===== config.mk =====
export PLATFORM = sky130hd
export DESIGN_NAME = uart_rx_fifo
export DESIGN_NICKNAME = d
export VERILOG_FILES = /design/src/rtl/uart_rx_fifo.sv
export SDC_FILE = /design/constraint.sdc
export NUM_CORES = 1
export LEC_CHECK = 0
export CAP_MARGIN = 5
export CORE_MARGIN = 5
export CORE_UTILIZATION = 50
export CTS_BUF_LIST = sky130_fd_sc_hd__clkbuf_2
export DETAILED_ROUTE_END_ITERATION = 7
export HOLD_SLACK_MARGIN = 0.06
export PLACE_DENSITY = 0.67
export SYNTH_ARGS = -nofsm -noshare
export SYNTH_HDL_FRONTEND = slang
export SYNTH_SLANG_ARGS = --single-unit

===== constraint.sdc =====
create_clock -name clk_in -period 6.02 [get_ports clk_in]
set_input_delay 1.204 -clock clk_in [delete_from_list [all_inputs] [get_ports clk_in]]
set_output_delay 1.204 -clock clk_in [all_outputs]
set_load 0.01 [all_outputs]

===== src/rtl/uart_rx_fifo.sv =====
// UART receiver (configurable width/parity/stop) feeding a FWFT FIFO.
// Ports: clk_in, rst_n_in, rx_in | data_out, valid_out, ready_in,
//   count_out | framing_err_out, parity_err_out, overflow_out,
//   clear_err_in (sticky error flags and their clear).
module uart_rx_fifo #(
  parameter int BAUD_COUNT = 645,
  parameter int DATA_BITS  = 8,
  parameter int PARITY     = 0,
  parameter int STOP_BITS  = 1,
  parameter int FIFO_DEPTH = 16
) (
  input  logic                        clk_in,
  input  logic                        rst_n_in,
  input  logic                        rx_in,
  output logic [DATA_BITS-1:0]        data_out,
  output logic                        valid_out,
  input  logic                        ready_in,
  output logic [$clog2(FIFO_DEPTH):0] count_out,
  output logic                        framing_err_out,
  output logic                        parity_err_out,
  output logic                        overflow_out,
  input  logic                        clear_err_in
);

  localparam int AW = $clog2(FIFO_DEPTH);
  localparam int CW = $clog2(BAUD_COUNT);
  localparam logic [CW-1:0] HALF = CW'(BAUD_COUNT / 2);
  localparam logic [CW-1:0] LAST_CNT = CW'(BAUD_COUNT - 1);
  localparam logic [3:0] LAST_DATA = 4'(DATA_BITS - 1);
  localparam logic [3:0] LAST_STOP = 4'(STOP_BITS - 1);
  localparam logic ODD = (PARITY == 2);
  localparam logic [AW:0] FULL_CNT = (AW + 1)'(FIFO_DEPTH);

  typedef enum logic [2:0] {
    S_IDLE, S_START, S_DATA, S_PAR, S_STOP, S_WAIT
  } state_t;

  state_t state_q, state_d;

  logic                 rx_meta, rx;
  logic [CW-1:0]        cnt;
  logic [3:0]           bit_idx;
  logic [DATA_BITS-1:0] shift;
  logic                 par_bad, stop_bad;
  logic                 sample, frame_end, stop_fail;
  logic                 push_q, ferr_q, perr_q;

  logic [DATA_BITS-1:0] mem [FIFO_DEPTH];
  logic [AW-1:0]        wr_ptr, rd_ptr;
  logic [AW:0]          count_q;
  logic                 full, do_pop, do_push, ovf_set;

  assign stop_fail = stop_bad || !rx;

  always_comb begin
    state_d   = state_q;
    sample    = 1'b0;
    frame_end = 1'b0;
    unique case (state_q)
      S_IDLE: begin
        if (!rx) state_d = S_START;
      end
      S_START: begin
        if (cnt == HALF) begin
          sample  = 1'b1;
          state_d = rx ? S_IDLE : S_DATA;
        end
      end
      S_DATA: begin
        if (cnt == LAST_CNT) begin
          sample = 1'b1;
          if (bit_idx == LAST_DATA)
            state_d = (PARITY != 0) ? S_PAR : S_STOP;
        end
      end
      S_PAR: begin
        if (cnt == LAST_CNT) begin
          sample  = 1'b1;
          state_d = S_STOP;
        end
      end
      S_STOP: begin
        if (cnt == LAST_CNT) begin
          sample = 1'b1;
          if (bit_idx == LAST_STOP) begin
            frame_end = 1'b1;
            state_d   = stop_fail ? S_WAIT : S_IDLE;
          end
        end
      end
      S_WAIT: begin
        if (rx) state_d = S_IDLE;
      end
      default: state_d = S_IDLE;
    endcase
  end

  always_ff @(posedge clk_in or negedge rst_n_in) begin
    if (!rst_n_in) begin
      rx_meta  <= 1'b1;
      rx       <= 1'b1;
      state_q  <= S_IDLE;
      cnt      <= '0;
      bit_idx  <= '0;
      shift    <= '0;
      par_bad  <= 1'b0;
      stop_bad <= 1'b0;
      push_q   <= 1'b0;
      ferr_q   <= 1'b0;
      perr_q   <= 1'b0;
    end else begin
      rx_meta <= rx_in;
      rx      <= rx_meta;
      state_q <= state_d;
      if (state_q == S_IDLE || sample) cnt <= '0;
      else cnt <= cnt + 1'b1;
      // bit_idx restarts whenever a sample moves us to a new state
      if (state_q == S_IDLE) bit_idx <= '0;
      else if (sample)
        bit_idx <= (state_d != state_q) ? '0 : bit_idx + 1'b1;
      if (state_q == S_DATA && sample)
        shift <= {rx, shift[DATA_BITS-1:1]};
      if (state_q == S_IDLE) begin
        par_bad  <= 1'b0;
        stop_bad <= 1'b0;
      end
      if (state_q == S_PAR && sample)
        par_bad <= ^shift ^ rx ^ ODD;
      if (state_q == S_STOP && sample && !rx)
        stop_bad <= 1'b1;
      push_q <= frame_end && !stop_fail && !par_bad;
      ferr_q <= frame_end && stop_fail;
      perr_q <= frame_end && par_bad;
    end
  end

  assign full    = (count_q == FULL_CNT);
  assign do_pop  = (count_q != '0) && ready_in;
  // a pop in the same cycle frees the slot a full FIFO needs
  assign do_push = push_q && (!full || do_pop);
  assign ovf_set = push_q && full && !do_pop;

  always_ff @(posedge clk_in or negedge rst_n_in) begin
    if (!rst_n_in) begin
      for (int i = 0; i < FIFO_DEPTH; i++) mem[i] <= '0;
      wr_ptr  <= '0;
      rd_ptr  <= '0;
      count_q <= '0;
    end else begin
      if (do_push) begin
        mem[wr_ptr] <= shift;
        wr_ptr      <= wr_ptr + 1'b1;
      end
      if (do_pop) rd_ptr <= rd_ptr + 1'b1;
      unique case ({do_push, do_pop})
        2'b10:   count_q <= count_q + 1'b1;
        2'b01:   count_q <= count_q - 1'b1;
        default: count_q <= count_q;
      endcase
    end
  end

  always_ff @(posedge clk_in or negedge rst_n_in) begin
    if (!rst_n_in) begin
      framing_err_out <= 1'b0;
      parity_err_out  <= 1'b0;
      overflow_out    <= 1'b0;
    end else begin
      if (ferr_q) framing_err_out <= 1'b1;
      else if (clear_err_in) framing_err_out <= 1'b0;
      if (perr_q) parity_err_out <= 1'b1;
      else if (clear_err_in) parity_err_out <= 1'b0;
      if (ovf_set) overflow_out <= 1'b1;
      else if (clear_err_in) overflow_out <= 1'b0;
    end
  end

  assign data_out  = mem[rd_ptr];
  assign valid_out = (count_q != '0);
  assign count_out = count_q;

endmodule


After elaboration in Yosys (flattened, before gate mapping):

Cells that the tools add are included.

* bits of input ports: 5
* logic and storage cells: 125
* register bits: 176
* output and inout port bits: 17

* reduce and logical (&&, ||, !) cells: 33
* $lt $le $gt $ge: 3
* $add $sub $neg: 6
* bitwise gates (word level): 3
* equal/unequal tests: 12
* muxes and demuxes: 35

Operators with widths (count)
* bitwise mux 128 bit: 1
* binary-select mux 8 bit (select 4 bit): 1
* demux 8 bit (select 4 bit): 1
* two-way mux 3 bit: 9
* two-way mux 8 bit: 3
* case mux 3 bit (6 select lines): 1
* nonzero test 2 bit: 7
* logical AND 1 bit: 13
* adder 4 x 1 -> 4 bit (second input constant): 3
* two-way mux 1 bit: 12
* two-way mux 4 bit: 3
* adder 10 x 1 -> 10 bit (second input constant): 1
* equality test 10 bit (second input constant): 1
* equality test 10 x 9 -> 1 bit (second input constant): 1
* greater-or-equal comparator 5 bit (second input constant): 2
* two-way mux 10 bit: 1
* NOT 4 -> 5 bit: 2
* case mux 5 bit (2 select lines): 1
* parity 8 bit: 1
* equality test 3 x 2 -> 1 bit (second input constant): 2
* equality test 3 bit (second input constant): 2
* adder 5 x 1 -> 5 bit (second input constant): 1
* equality test 5 bit (second input constant): 1
* logical NOT 1 bit: 5
* other kinds (15): 17

Logic depth before layout (Yosys ltp):

Gate-level depths: netlist of the first run.

* word-level depth: 10
* depth in mapped cells: 15
* depth with buffers taken out: 13

Worst setup path after synthesis of the first run:

Ideal clock, no wire load.

* kind: input to register
* start point: input port ready_in
* end point: register count_q[4], in the netlist count_out[4]
* required time: 5.893 ns
* slack: 2.626 ns
* buffers on the path: 2
* stages: 14
* arrival: 3.268 ns
* setup time: 0.127 ns
* path through: or3b_1 and2_1 buf_6 buf_6 inv_1 ha_1 inv_1 fa_1 inv_1 a21o_1 a21oi_1 xnor2_1 nor2_1 xor2_1

* word-level cells in the longest chain between the ends: 5
* elaborated cells on any way between the ends: 7
* those cells by class: eq/ne: 2; mux: 1; reduce/logical: 4

RTL lines
* from (decl): RTL line 17 `input logic ready_in,`
* logical AND 1 bit *: RTL line 138 `assign do_pop = (count_q != '0) && ready_in;`
* logical OR 1 bit: RTL line 140 `assign do_push = push_q && (!full || do_pop);`
* logical AND 1 bit: RTL line 140
* equality test 2 x 1 -> 1 bit / equality test 2 bit (equally long branches): RTL line 155 `unique case ({do_push, do_pop})`
* case mux 5 bit (2 select lines) / nonzero test 2 bit (equally long branches)
* to (signal assigned): RTL line 156 `2'b10: count_q <= count_q + 1'b1;`
* to (signal assigned): RTL line 157 `2'b01: count_q <= count_q - 1'b1;`
* to (signal assigned): RTL line 158 `default: count_q <= count_q;`
* to (decl): RTL line 50 `logic [AW:0] count_q;`

Mark *: on every way between the ends. The rest lies on a longest branch, timed or not.
A chain may end at the register's enable or synchronous reset.

Worst setup path in the final report of the first run:

* start point: register rd_ptr[0]
* end point: output port data_out[3]

* word-level cells in the longest chain between the ends: 4

RTL lines
* from (decl): RTL line 49 `logic [AW-1:0] wr_ptr, rd_ptr;`
* from (signal assigned): RTL line 154 `if (do_pop) rd_ptr <= rd_ptr + 1'b1;`
* NOT 4 -> 5 bit (not written as such): RTL line 178 `assign data_out = mem[rd_ptr];`
* binary-select mux 8 bit (select 4 bit): RTL line 178
* two-way mux 8 bit (not written as such) (2 in a row): RTL line 178
* to (decl): RTL line 15 `output logic [DATA_BITS-1:0] data_out,`

Every way passes these cells. The select of a mux whose other input is x is not followed.

==> out/metrics.cfg, run 1 <==
[sta]
hold_viol_final = 0
hold_ws_ns = 0.3716
finalClockSkew_ns = 0.02941
tightest_slew_ns = 0.8215
setup_tns_ns = 0
drv_slew = 0
fin_crit_ns = 4.714
setup_viol = 0
fmax_mhz = 212.1
slew_headroom = 0.4524
setup_slack_ns = 1.306
rsz0062_at_grt = no
fin_crit_sh = 0.7831

[critical_path]
r2r_setup_slack_ns = 2.55
critPathArrivalTime_ns = 3.51
start_kind = flop
end_kind = output port
cp_max_fo = 20
worstSetupPathType = reg -> out
critPathRequiredTime_ns = 4.82

[power_and_ir_drop]
pwr-share-seq = 0.681
p_clk_frac = 0.303
swShare = 0.2328
power_density_nw_per_um2 = 190.0
p_leak_nw = 4.413
p_int_mw = 1.338
p_comb_frac = 0.017
max-vdd-ir-drop_v = 0.0001139
p_sw_mw = 0.4061

[logic_synthesis]
synth_compound_gate_area_share = 0.03116
muxShareOfSynthArea = 0.2933
synth_most_common_cell = dfrtp_1
postSynthAreaPerCell_sq_um = 14.58
synth_fa_ha_area_frac = 0.02250
ys_async_sr_fraction = 1.000
yosysSeqAreaShare = 0.5081
ys_dominant_reg_cell = dfrtp_1
netlist_instances = 595
syn_nets = 615
synth_area_sq_um = 8673
synth_simple_gate_area_share = 0.08367
ys_ff_latch = 176
synth_xor_area_frac = 0.02885
yosys_warnings = 0
yosys.area.top_type = dfrtp_1
synth_edf_count = 0
synthTopCellsByCount = dfrtp_1, mux2_1, mux4_2
synth_top_area_share = 0.5020
synth_top_family_by_area = multiplexers
ys_types = 62
netlist_top_cells_area = dfrtp_1, mux2_1, mux4_2, mux2_4, nand3_4

[drt]
drt_iter0_drc = 168
viasPerCell = 5.696
routed-via-count = 4745
drc = 0
wl_per_cell_microns = 20.36
final_antenna_net_count = 0
drt-pass1-iter-count = 4
finalWirelength_microns = 16960

[floorplan]
fp.dieH_microns = 141.7
core_area_sq_um = 17180
chipWidth_microns = 141.7
rows = 48
die_area_sq_um = 20080
io_pins = 22
initial_utilization = 0.5050

[global_routing]
grt_antenna_before_repair = 1
grt_usage = 0.1831
grt_first_pass_wirelength_microns = 28210
grt_overflow = 0
grt_max_degree = 76
grt_pass1_vias = 4984

[hold_path]
holdCritPathClass = reg -> reg

[placement]
globalplace.congestion = 0.8374
place_ws_ns = 1.862
dpl.hpwl_microns = 11070
numPortBuffers = 21

[clocking]
post_cts_buffers = 0
clk_pin_slew_ns = 0.23
insertion_delay_ns = 0.73
postCtsHoldBufs = 0
cts_max_path_buffers = 2
cts_buffers = 17
clock_sinks = 176
clockRootBuffer = clkbuf_2
cts.repair.resized = 0
cts_tree = yes
htreeDepth = 4

[run]
max_cap_violations = 0

[final_layout]
drive_above_1_share = 0.2191
multi_input_area_sq_um = 3986
seqCellArea_sq_um = 4408
fillers = 1458
area_growth_pct = 5.842
fin_nets = 617
post-route-util = 0.5345

[status]
status = completed

## metal layers
| layer | routed length, microns | GRT usage | vias to the layer above |
|---|---|---|---|
| li1 | - | - | 2166 |
| met1 | 7682 | 0.2539 | 2499 |
| met2 | 8482 | 0.2981 | 61 |
| met3 | 603 | 0.03370 | 19 |
| met4 | 191 | 0.05152 | 0 |
| met5 | 0 | 0 | - |
## final timing paths
kind | startpoint | endpoint | cells after the start
max | rd_ptr[0] | data_out[3] | 4
min | rx_meta | rx | 0
max reg2reg | count_out[0] | count_out[4] | 13
min reg2reg | rx_meta | rx | 0
max in group asynchronous | rst_n_in | shift[4] | 2
min in group asynchronous | rst_n_in | mem[101] | 1
## cells in the final DEF, fill, tap and decap left out, drive strengths merged, types with 2 or more instances in the layout
master	instances
dfrtp	174
mux2	137
mux4	40
nand3	25
clkbuf	22
inv	20
clkdlybuf4s50	20
nor2	19
xnor2	16
ha	14
nand2	13
o21ai	11
xor2	10
nand4	8
nor2b	6
a21oi	6
buf	6
nor3	5
nand2b	4
a21o	4
o22ai	3
clkinvlp	3
clkinv	3
and2	3
o31ai	2
nor3b	2
o211ai	2
nor4bb	2
dfstp	2
or3b	2
or2	2
## cell type report
cell class	count	area share
clock buffers	22	0.01199
flip-flops and latches	176	0.4802
inverters	20	0.008178
clock inverters	7	0.007360
well taps	225	0.03067
diodes	1	0.0002726
repair buffers	26	0.02712
multi-input cells	356	0.4342
## registers in the layout, summed over array words and instances (netlist names)
name and flops:
rd_ptr 4, mem 128, perr_q 1, wr_ptr 4
cnt 10, stop_bad 1, framing_err_out 1, push_q 1
par_bad 1, ferr_q 1, shift 8, parity_err_out 1
rx_meta 1, overflow_out 1, state_q 3, count_out 5
bit_idx 4, rx 1
## kinds of logic (layout without fill, tap and decap cells)
| family | Yosys count | after routing |
|---|---|---|
| other | 0 | 1 |
| DFF | 176 | 176 |
| AOI/OAI and AO/OA | 38 | 38 |
| and+or+nand+nor | 98 | 98 |
| adders and majority gates | 15 | 15 |
| xor gates and xnor gates | 27 | 27 |
| muxes | 178 | 178 |
| buffers and inverters | 63 | 75 |
## through the flow
step / cells / power, mW / cell area, sq um
after floorplan: 595 / 1.210 / 8673
after global placement: 803 / 1.237 / 9000
final: 833 / 1.744 / 9180
after detailed placement: 803 / 1.238 / 9000
after global routing: 833 / 1.824 / 9180
after CTS: 832 / 1.767 / 9178
## worst max-delay path, cell delays in order, from the launching register on
cell             delay, ns
dfrtp_2               0.75
buf_4                 0.46
mux4_2                0.58
mux4_2                0.49
clkdlybuf4s50_1       0.49
## power groups by stage
stage,sequential [mW],clock (mW),combinational (mW)
2_1_floorplan,1.21,0,0.00371
3_3_place_gp,1.21,0,0.0299
3_5_place_dp,1.21,0,0.0310
4_1_cts,1.19,0.549,0.0310
5_1_grt,1.19,0.601,0.0351
6_report,1.19,0.528,0.0290
No activity file was read; power rests on OpenSTA's default activity.
==> inputs of run 2 (changes only) <==
PLACE_DENSITY = 0.69   (was 0.67)
clock period = 3.9 ns   (was 6.02 ns; I/O delays follow)
==> out/metrics.cfg, run 2 (synthesis results as in run 1) <==
[power_and_ir_drop]
p_comb_frac = 0.017  ; about the same
p_leak_nw = 4.539  ; +2.8%
p_int_mw = 2.076  ; +55%
pwr-share-seq = 0.665  ; -0.016
swShare = 0.2463  ; +0.01346
max-vdd-ir-drop_v = 0.0001684  ; +48%
finalPower_mw = 2.755  ; +58%
p_sw_mw = 0.6786  ; +67%
p_clk_frac = 0.318  ; +0.015
power_density_nw_per_um2 = 296.4  ; +56%

[critical_path]
r2r_start = count_out[1]
critPathArrivalTime_ns = 2.95  ; -0.56 ns
r2r_end = count_out[4]
reg2reg_depth = 13  ; unchanged
crit_chain = buf_8, mux4_2, mux4_2, clkdlybuf4s50_1
r2r_setup_slack_ns = 0.80  ; -1.75 ns
slowest_delay_ns = 0.58  ; -0.17 ns
critPathRequiredTime_ns = 3.12  ; -1.70 ns
cp_common_cell = mux4_2
cp_max_fo = 13  ; -35%
worstSetupPathType = reg -> out
startpoint = rd_ptr[0]
end_kind = output port
start_kind = flop
crit_path_end = data_out[5]
critPathSlowestCell = mux4_2

[clocking]
cts_max_path_buffers = 2  ; unchanged
clockRootBuffer = clkbuf_2
htreeDepth = 4  ; unchanged
clock_sinks = 176  ; unchanged
insertion_delay_ns = 0.73  ; about the same
cts_buffers = 17  ; unchanged
cts_tree = yes
clk_pin_slew_ns = 0.24  ; about the same

[drt]
drt-pass1-iter-count = 4  ; unchanged
drt_iter0_drc = 212  ; +26%
routed-via-count = 4802  ; +1.2%
drc = 0  ; unchanged
viasPerCell = 5.710  ; +0.24%
finalWirelength_microns = 16010  ; -5.6%
final_antenna_net_count = 0  ; unchanged
wl_per_cell_microns = 19.03  ; -6.5%

[placement]
dpl.hpwl_microns = 11140  ; +0.58%
numPortBuffers = 21  ; unchanged
place_ws_ns = 0.5857  ; -1.276 ns
globalplace.congestion = 0.7868  ; -6.0%

[global_routing]
grt_first_pass_wirelength_microns = 27460  ; -2.7%
grt_pass1_vias = 5188  ; +4.1%
grt_overflow = 0  ; unchanged
grt_max_degree = 82  ; +7.9%
grt_antenna_before_repair = 1  ; unchanged
grt_usage = 0.1740  ; -0.009055

[sta]
fin_crit_ns = 3.727
fin_crit_sh = 0.9556
rsz0062_at_grt = yes
tightest_slew_ns = 0.7525  ; -0.06899 ns
drv_slew = 0  ; unchanged
slew_headroom = 0.4984  ; +0.04599
finalClockSkew_ns = 0.03587  ; +0.006466 ns
setup_tns_ns = 0  ; unchanged
setup_viol = 0  ; unchanged
fmax_mhz = 268.3
hold_ws_ns = 0.3732  ; +0.001590 ns
hold_viol_final = 0  ; unchanged
setup_slack_ns = 0.1733  ; -1.133 ns

[final_layout]
top_regs = mem (128), cnt (10), shift (8)
fin_nets = 621  ; +0.65%
regMostFlops = mem
fillers = 1405  ; -3.6%
drive_above_1_share = 0.2231  ; +0.004017
final_common_cell = dfrtp_1
layout_common_cells = dfrtp_1, mux2_1, mux4_2
largest_reg_flops = 128  ; unchanged
post-route-util = 0.5412  ; +0.006702
area_growth_pct = 7.170

[floorplan]
rows = 48  ; unchanged
die_area_sq_um = 20080  ; unchanged
core_area_sq_um = 17180  ; unchanged
initial_utilization = 0.5050  ; unchanged
fp.dieH_microns = 141.7  ; unchanged
chipWidth_microns = 141.7  ; unchanged
io_pins = 22  ; unchanged

[hold_path]
holdCritPathClass = reg -> reg

[status]
status = completed

[run]
max_cap_violations = 0  ; unchanged

[run 2: area by class of cell]
class,instances,area (sq um),share of cell area
Sequential cell,176,4408,0.4742
Multi-Input combinational cell,356,3986,0.4289
Timing Repair Buffer,30,317.8,0.03419
Tap cell,225,281.5,0.03029
Clock inverter,15,136.4,0.01467
Clock buffer,17,85.08,0.009153
Inverter,20,75.07,0.008076
Antenna cell,2,5.005,0.0005384
[run 2: how the worst min path moves through the flow]
stage	startpoint	to	slack (ns)	depth (start not counted)
after floorplan	rx_meta	rx	0.35	0
after global placement	rx_meta	rx	0.35	0
final	rx_meta	rx	0.37	0
after detailed placement	rx_meta	rx	0.35	0
after CTS	rx_in	rx_meta	0.35	1
after global routing	rx_in	rx_meta	0.33	1
[run 2: layer usage]
metal / share of wire / GRT usage
met1: 0.46 / 0.2285
met3: 0.031 / 0.04213
met5: 0 / 0
met4: 0.012 / 0.04596
met2: 0.50 / 0.2918
[run 2: timing repair]
item / 4_1_cts / 5_1_grt
setup endpoints to repair: 8 / 8
buffers inserted: 0 / 0
resized for setup: 1 / 11
hold buffers: 1 / 0
hold endpoints to repair: 66 / 0
[run 2: metrics by stage]
| stage | instances | area, sq um |
|---|---|---|
| 2_1_floorplan | 595 | 8673 |
| 3_3_place_gp | 806 | 9022 |
| 3_5_place_dp | 806 | 9022 |
| 4_1_cts | 839 | 9258 |
| 5_1_grt | 841 | 9295 |
| 6_report | 841 | 9295 |
[run 2: power by group through the flow]
stage | registers [mW] | logic (mW) | clock network [mW]
after floorplan | 1.86 | 0.00573 | 0
after global placement | 1.86 | 0.0473 | 0
after detailed placement | 1.86 | 0.0491 | 0
after CTS | 1.83 | 0.0503 | 0.915
after global routing | 1.84 | 0.0566 | 0.989
final | 1.83 | 0.0468 | 0.875
[run 2: critical path: cells and delay by family, from the launching register on]
kind	cells	cell delay [ns]
buf+inv	2	0.69
flops	1	0.48
mux	2	1.05
